==> src/rtl/sha256_pkg.sv <==
// Shared SHA-256 types and helpers: block type, padding constant,
// block-count and padding-word functions.
package sha256_pkg;

  typedef logic [15:0][31:0] sha256_block_t;

  localparam logic [31:0] SHA256_PAD_WORD = 32'h8000_0000;

  // Number of 512-bit blocks for an n-word message after padding.
  function automatic int unsigned sha256_num_blocks(input int unsigned n);
    return (n + 32'd18) / 32'd16;
  endfunction

  // Content of a word that lies past the message body (g >= n).
  function automatic logic [31:0] sha256_pad_word(input logic [15:0] g,
                                                  input logic [15:0] n,
                                                  input logic        last,
                                                  input logic [3:0]  k);
    logic [31:0] w;
    w = '0;
    if (g == n)                 w = SHA256_PAD_WORD;
    else if (last && k == 4'd14) w = '0;
    else if (last && k == 4'd15) w = 32'(n) << 5;
    return w;
  endfunction

endpackage

==> src/rtl/sha256_block_feeder_if.sv <==
// Block handoff bus between the feeder and the compression core.
interface sha256_block_feeder_if;
  import sha256_pkg::*;

  logic          blk_valid;
  logic          blk_ready;
  logic          blk_last;
  sha256_block_t blk_data;

  modport master (output blk_valid, blk_data, blk_last, input blk_ready);
  modport slave  (input blk_valid, blk_data, blk_last, output blk_ready);
endinterface

==> src/rtl/sha256_block_feeder.sv <==
// Reads a fixed-length message from word memory, applies SHA-256 padding
// and presents it one 512-bit block at a time.
module sha256_block_feeder
  import sha256_pkg::*;
#(
  parameter int unsigned NUM_OF_WORDS = 20
) (
  input  logic                         clk,
  input  logic                         reset_n,
  input  logic                         start,
  input  logic [15:0]                  message_addr,
  output logic                         busy,
  output logic                         done,
  output logic                         mem_clk,
  output logic                         mem_we,
  output logic [15:0]                  mem_addr,
  input  logic [31:0]                  mem_read_data,
  sha256_block_feeder_if.master        blk
);

  localparam int unsigned NB     = sha256_num_blocks(NUM_OF_WORDS);
  localparam logic [15:0] N16    = 16'(NUM_OF_WORDS);
  localparam logic [11:0] LAST_B = 12'(NB - 1);

  if (NUM_OF_WORDS == 0 || NUM_OF_WORDS > 4000) begin : g_bad_len
    $error("sha256_block_feeder: NUM_OF_WORDS must be in 1..4000");
  end

  typedef enum logic [1:0] {IDLE, FILL, PRESENT, DONE} state_t;

  state_t      state, state_d;
  logic [15:0] base;
  logic [11:0] b;
  logic [4:0]  cnt;
  logic        cap_vld;
  logic [3:0]  cap_k;
  logic        cap_mem;
  logic [31:0] cap_pad;

  logic [15:0] g, g_inc, nxt_blk_g;
  logic [11:0] b_nxt;
  logic        last_blk, xfer;

  assign mem_clk   = clk;
  assign mem_we    = 1'b0;

  assign g         = {b, cnt[3:0]};
  assign g_inc     = g + 16'd1;
  assign b_nxt     = b + 12'd1;
  assign nxt_blk_g = {b_nxt, 4'h0};
  assign last_blk  = (b == LAST_B);
  assign xfer      = blk.blk_valid && blk.blk_ready;

  // State register
  always_ff @(posedge clk or negedge reset_n) begin
    if (!reset_n) state <= IDLE;
    else          state <= state_d;
  end

  // Next-state logic
  always_comb begin
    state_d = state;
    case (state)
      IDLE:    if (start) state_d = FILL;
      FILL:    if (cnt == 5'd16) state_d = PRESENT;
      PRESENT: if (xfer) state_d = last_blk ? DONE : FILL;
      DONE:    state_d = IDLE;
      default: state_d = IDLE;
    endcase
  end

  // Address generation, read pipeline and block register
  always_ff @(posedge clk or negedge reset_n) begin
    if (!reset_n) begin
      busy          <= 1'b0;
      done          <= 1'b0;
      mem_addr      <= '0;
      base          <= '0;
      b             <= '0;
      cnt           <= '0;
      cap_vld       <= 1'b0;
      cap_k         <= '0;
      cap_mem       <= 1'b0;
      cap_pad       <= '0;
      blk.blk_valid <= 1'b0;
      blk.blk_last  <= 1'b0;
      blk.blk_data  <= '0;
    end else begin
      busy          <= (state_d == FILL) || (state_d == PRESENT);
      done          <= (state_d == DONE);
      blk.blk_valid <= (state_d == PRESENT);
      blk.blk_last  <= (state_d == PRESENT) && last_blk;
      cap_vld       <= 1'b0;

      // Word issued last cycle arrives now; padding words use the stored constant
      if (cap_vld)
        blk.blk_data[4'd15 - cap_k] <= cap_mem ? mem_read_data : cap_pad;

      case (state)
        IDLE: begin
          if (start) begin
            base     <= message_addr;
            b        <= '0;
            cnt      <= '0;
            mem_addr <= message_addr;
          end
        end
        FILL: begin
          if (cnt != 5'd16) begin
            cnt     <= cnt + 5'd1;
            cap_vld <= 1'b1;
            cap_k   <= cnt[3:0];
            cap_mem <= (g < N16);
            cap_pad <= sha256_pad_word(g, N16, last_blk, cnt[3:0]);
            if (cnt != 5'd15 && g_inc < N16) mem_addr <= base + g_inc;
          end
        end
        PRESENT: begin
          if (xfer && !last_blk) begin
            b   <= b_nxt;
            cnt <= '0;
            if (nxt_blk_g < N16) mem_addr <= base + nxt_blk_g;
          end
        end
        default: ;
      endcase
    end
  end

endmodule
==> src/flat_wrapper.sv <==
// flat-port wrapper written by rule: the top's interface ports become plain ports
module sha256_block_feeder_flat import sha256_pkg::*;
#(
  parameter int unsigned NUM_OF_WORDS = 20
)
  (clk, reset_n, start, message_addr, busy, done, mem_clk, mem_we, mem_addr, mem_read_data, blk_blk_valid, blk_blk_data, blk_blk_last, blk_blk_ready);
  sha256_block_feeder_if blk_i ();
  input  logic clk;
  input  logic reset_n;
  input  logic start;
  input  logic [15:0] message_addr;
  output logic busy;
  output logic done;
  output logic mem_clk;
  output logic mem_we;
  output logic [15:0] mem_addr;
  input  logic [31:0] mem_read_data;
  output wire logic [$bits(blk_i.blk_valid)-1:0] blk_blk_valid;
  output wire logic [$bits(blk_i.blk_data)-1:0] blk_blk_data;
  output wire logic [$bits(blk_i.blk_last)-1:0] blk_blk_last;
  input wire logic [$bits(blk_i.blk_ready)-1:0] blk_blk_ready;
  assign blk_blk_valid = blk_i.blk_valid;
  assign blk_blk_data = blk_i.blk_data;
  assign blk_blk_last = blk_i.blk_last;
  assign blk_i.blk_ready = blk_blk_ready;
  sha256_block_feeder #(.NUM_OF_WORDS(NUM_OF_WORDS)) u_core (.clk(clk), .reset_n(reset_n), .start(start), .message_addr(message_addr), .busy(busy), .done(done), .mem_clk(mem_clk), .mem_we(mem_we), .mem_addr(mem_addr), .mem_read_data(mem_read_data), .blk(blk_i));
endmodule
==> config.mk <==
export PLATFORM = sky130hd
export DESIGN_NAME = sha256_block_feeder_flat
export DESIGN_NICKNAME = d
export VERILOG_FILES = /design/src/rtl/sha256_pkg.sv /design/src/rtl/sha256_block_feeder_if.sv /design/src/rtl/sha256_block_feeder.sv /design/src/flat_wrapper.sv
export SDC_FILE = /design/constraint.sdc
export NUM_CORES = 1
export LEC_CHECK = 0
export CAP_MARGIN = 20
export CORE_ASPECT_RATIO = 1.2
export CORE_MARGIN = 3
export CORE_UTILIZATION = 35
export CTS_BUF_LIST = sky130_fd_sc_hd__clkbuf_8
export DETAILED_ROUTE_END_ITERATION = 16
export GPL_ROUTABILITY_DRIVEN = 0
export GPL_TIMING_DRIVEN = 1
export PLACE_DENSITY_LB_ADDON = 0.08
export RECOVER_POWER = 50
export SLEW_MARGIN = 20
export SYNTH_ARGS = -nofsm -noshare
export SYNTH_HDL_FRONTEND = slang
export SYNTH_SLANG_ARGS = --single-unit
==> constraint.sdc <==
create_clock -name clk -period 4.65 [get_ports clk]
set_clock_uncertainty 0.05 [all_clocks]
set_input_delay 0.93 -clock clk [delete_from_list [all_inputs] [get_ports clk]]
set_output_delay 0.93 -clock clk [all_outputs]
set_load 0.005 [all_outputs]
* Word level (Yosys, flattened, before mapping)
Index checks and enable logic that the tools add are counted.
** Storage, ports and cells
- Register bits after elaboration :: 605
- Bits of input ports :: 52
- Output and inout bits :: 534
- Logic and storage cells :: 102
** Cells by class
- $add $sub $neg :: 6
- Order comparisons :: 5
- Equal/unequal tests :: 18
- Muxes and demuxes :: 27
- Reductions and logical operators :: 17
** Operators by type and width (count)
- 512-bit bitwise mux :: 1
- 32-bit demux with 4-bit select :: 1
- 32-bit two-way mux :: 4
- 16-bit two-way mux :: 5
- 16-bit by 5-bit < comparator with 1-bit output, second input constant :: 3
- 16-bit case mux with 3 select lines :: 1
- 16-bit adder :: 2
- 12-bit two-way mux :: 2
- 12-bit case mux with 2 select lines :: 1
- 16-bit by 1-bit adder with 16-bit output, second input constant :: 1
- 16-bit by 5-bit equality test with 1-bit output, second input constant :: 1
- 5-bit two-way mux :: 3
- 5-bit case mux with 3 select lines :: 1
- 12-bit by 1-bit adder with 12-bit output, second input constant :: 1
- 12-bit by 1-bit equality test with 1-bit output, second input constant :: 1
- 10-bit two-way mux :: 1
- 2-bit equality test, second input constant :: 4
- 4-bit equality test, second input constant :: 2
- 2-bit two-way mux :: 4
- 2-bit by 1-bit inequality test with 1-bit output, second input constant :: 4
- 2-bit case mux with 4 select lines :: 1
- 1-bit logical AND :: 7
- 6-bit AND reduction :: 1
- 5-bit by 1-bit adder with 5-bit output, second input constant :: 1
- 17 further kinds :: 20

* Depth between registers and ports, before layout
Gate-level depths: netlist (run 1).
- Depth in word-level cells :: 6
- Gate-level depth with buffers :: 15
- Depth with buffers taken out :: 13

==> flow_summary.toml, run 1 <==
[run_status]
outcome = "finished with violations"
violations = "capacitance limit, slew limit"

[timing]
layout_worst_path_cycle_share_pct = 86.8
layout_setup_ws_ns = 0.613
setup_viol = 0
rsz0062_at_grt = "no"
report.final.hold_viol_count = 0
relSlewSlack_pct = -47.7
tightest_slew_ns = 2.21
slew_violations = 369
fin_crit_ns = 4.04
fmax_mhz = 248
setup_tns_ns = 0
hold-worst-slack_ns = 0.424

[global_route]
grtUsageTotal_pct = 25.1
overflow = 0
grt_pass1_wl_um = 128000
grt_max_degree = 103
antenna_found_initial = 8
grt_pass1_vias = 18588

[placement]
post-place-ws_ns = 0.699
port_buffers = 584
place_area_um2 = 29800
dp.final_hpwl_um = 62200
dp.cells = 3572

[route]
wl_met1_um = 34400
route.detailed.drc = 0
first_pass_iters = 5
routed_wl_um = 88300
drt_iter0_markers = 1097
dr_wl_met3_um = 6740
dr_total_vias = 18764
routed.top_layer = "met4"
wl_per_cell_um = 23.6
wl_met2_um = 44400
antenna_left = 0
viasPerCell = 5.00

[logic_synthesis]
ys_seq_area_share_pct = 62.0
syn_nets = 2395
syn_inst = 2299
synth_async_sr_flop_share_pct = 100
synth_edf_count = 0
synth.area.top_cells = "dfrtp_1, o21ai_0, nand2_1, clkbuf_1, ha_1"
synth_top_area_share_pct = 62.0
yosysUniqueCellTypes = 71
syn_area_um2 = 23200
synth_area_per_cell_um2 = 10.1
ys.flop_type = "dfrtp_1"
ys_ff_latch = 575
yosys_warnings = 0
yosysTopAreaCell = "dfrtp_1"

[worst_setup_path]
cp_num_buf_inv = 0
path_max_fanout = 11
critPathMaxStageDelay_ns = 0.54
worst_setup_path_start_kind = "flop"
critPathTopFamily = "compound AO/OA/AOI/OAI gates"
rrSetupSlack_ns = 0.61
cp.arrival_ns = 4.63
cp_slowest_cell = "dfrtp_1"
crit_required_ns = 5.24
critPathCaptureType = "flop"
cp_cell_sequence = "ha_1, nand3_2, nor4_2, xor2_1, ha_1, a21o_1, a21oi_1, o21bai_1, mux2_2, a2111oi_0, a31oi_1, mux2_2"
path_class = "reg2reg"

[layout]
syn_to_final_growth_pct = 36.5
drive_gt1_share_pct = 7.58
layout.cells.non_filler = 3750
fin_util_pct = 48.6
nets = 2938
final_area_um2 = 31600

[run]
drv_cap = 8

[cts]
postCtsHoldBufs = 0
post-cts-setup-buffers = 0
clk_latency_ns = 0.76
cts_tree = "yes"
ctsResizeCount = 0
cts.reportedPaths.clkPinSlew_ns = 0.06

[die]
design.core.area_um2 = 65100
rows = 102
die_h_um = 288
die_area_um2 = 69400
die_w_um = 241
initial_core_util_pct = 35.6
ios = 586

[power_and_ir_drop]
leakage_nw = 14.8
power_density_nw_per_um2 = 586
peakVddDrop_mv = 0.308
p_total_mw = 18.5

[min_path]
min_path_type = "reg2reg"
-- per-layer routing --
metal	track usage (%)	vias to the layer above
li1	-	8851
met4	8.41	0
met1	29.8	9154
met3	7.38	129
met2	43.3	630
met5	0	-
-- cell families (layout without fill, tap and decap cells) --
group           count (synthesis)  in the layout  synth area share [%]
compound gates                665            665                  15.6
xor+xnor                       37             37                  1.43
fa+ha+maj                      44             44                  2.44
buf+inv                       200            816                  3.46
flops                         575            575                  62.0
mux                            37             37                  1.76
other cells                     1              4                0.0162
simple gates                  740            740                  13.3
-- synth_stat cells (5+ instances only) --
master    count
dfrtp_1     575
buf_4         5
or3_1         7
nor3_1       10
clkbuf_1    151
mux2_2       29
nor2_1       50
o21bai_1      5
nand2_1     599
inv_1        28
mux2i_1       7
nand4_1       6
nor4_1        5
o31ai_1      15
xor2_1       13
xnor2_1      23
nand3_1      15
a21oi_1      32
o21a_1        5
nor2b_1       8
ha_1         42
nand2b_1     10
o21ai_0     555
a21o_1        6
buf_2         8
a221oi_1      7
-- report_power, final --
group          internal [mW]  total (mW)  switching, mW
registers               6.39        7.31          0.923
logic                   3.16        6.60           3.45
clock network           2.53        4.63           2.10
total                   12.1        18.5           6.46
-- worst register-to-register path: stages (launching register included) --
cell	delay, ns
dfrtp_1	0.54
ha_1	0.41
nand3_2	0.25
nor4_2	0.49
xor2_1	0.24
ha_1	0.35
a21o_1	0.20
a21oi_1	0.21
o21bai_1	0.09
mux2_2	0.26
a2111oi_0	0.40
a31oi_1	0.14
mux2_2	0.27
-- registers in the layout, summed over array words and instances (netlist names) --
| signal | flops |
|---|---|
| u_core.mem_addr | 16 |
| u_core.blk.blk_last | 1 |
| u_core.cap_vld | 1 |
| u_core.blk.blk_data | 512 |
| u_core.cap_pad | 2 |
| u_core.state | 2 |
| u_core.cap_mem | 1 |
| u_core.b | 12 |
| u_core.cnt | 5 |
| u_core.base | 16 |
| u_core.busy | 1 |
| u_core.cap_k | 4 |
| u_core.blk.blk_valid | 1 |
| u_core.done | 1 |
-- final cells by class --
type / instances / area (um^2)
clock inverter: 49 / 278
multi-input combinational: 1524 / 8080
inverter: 30 / 113
fill: 6113 / 33400
antenna: 3 / 7.51
tap: 832 / 1040
sequential: 575 / 14400
timing repair buffer: 611 / 6010
clock buffer: 126 / 1730
-- final timing paths --
check	to	cells after the start	from
setup / recovery	u_core.mem_addr[15]	12	u_core.b[0]
hold / removal	u_core.blk.blk_data[462]	2	u_core.blk.blk_data[462]
setup reg to reg	u_core.mem_addr[15]	12	u_core.b[0]
hold reg to reg	u_core.blk.blk_data[462]	2	u_core.blk.blk_data[462]
max in group asynchronous	u_core.blk.blk_data[450]	2	reset_n
min in group asynchronous	u_core.blk.blk_data[186]	1	reset_n
-- placed cells by master, fill, tap and decap left out, types with 6 or more instances in the layout --
master and instances:
nand2_1 587, clkdlybuf4s50_1 583, dfrtp_1 575, o21ai_0 555, clkbuf_8 125, inv_1 64, nor2_1 50, ha_1 42
a21oi_1 31, mux2_2 29, xnor2_1 23, o31ai_1 15, xor2_1 13, buf_4 13, nand3_1 12, nor3_1 10
nand2b_1 10, clkbuf_1 9, nor2b_1 8, nand3_2 7, or3_1 7, mux2i_1 7, a221oi_1 7, nand4_1 6
a21o_1 6, nand2_4 6, nand2_2 6, clkinv_2 6
(Power assumes the default switching activity.)
==> inputs of run 2 (changes only) <==
Settings changed: ABC_CLOCK_PERIOD_IN_PS set to 4650.
==> results of run 2 <==
Final layout, timing and power as in run 1 (identical DEF).
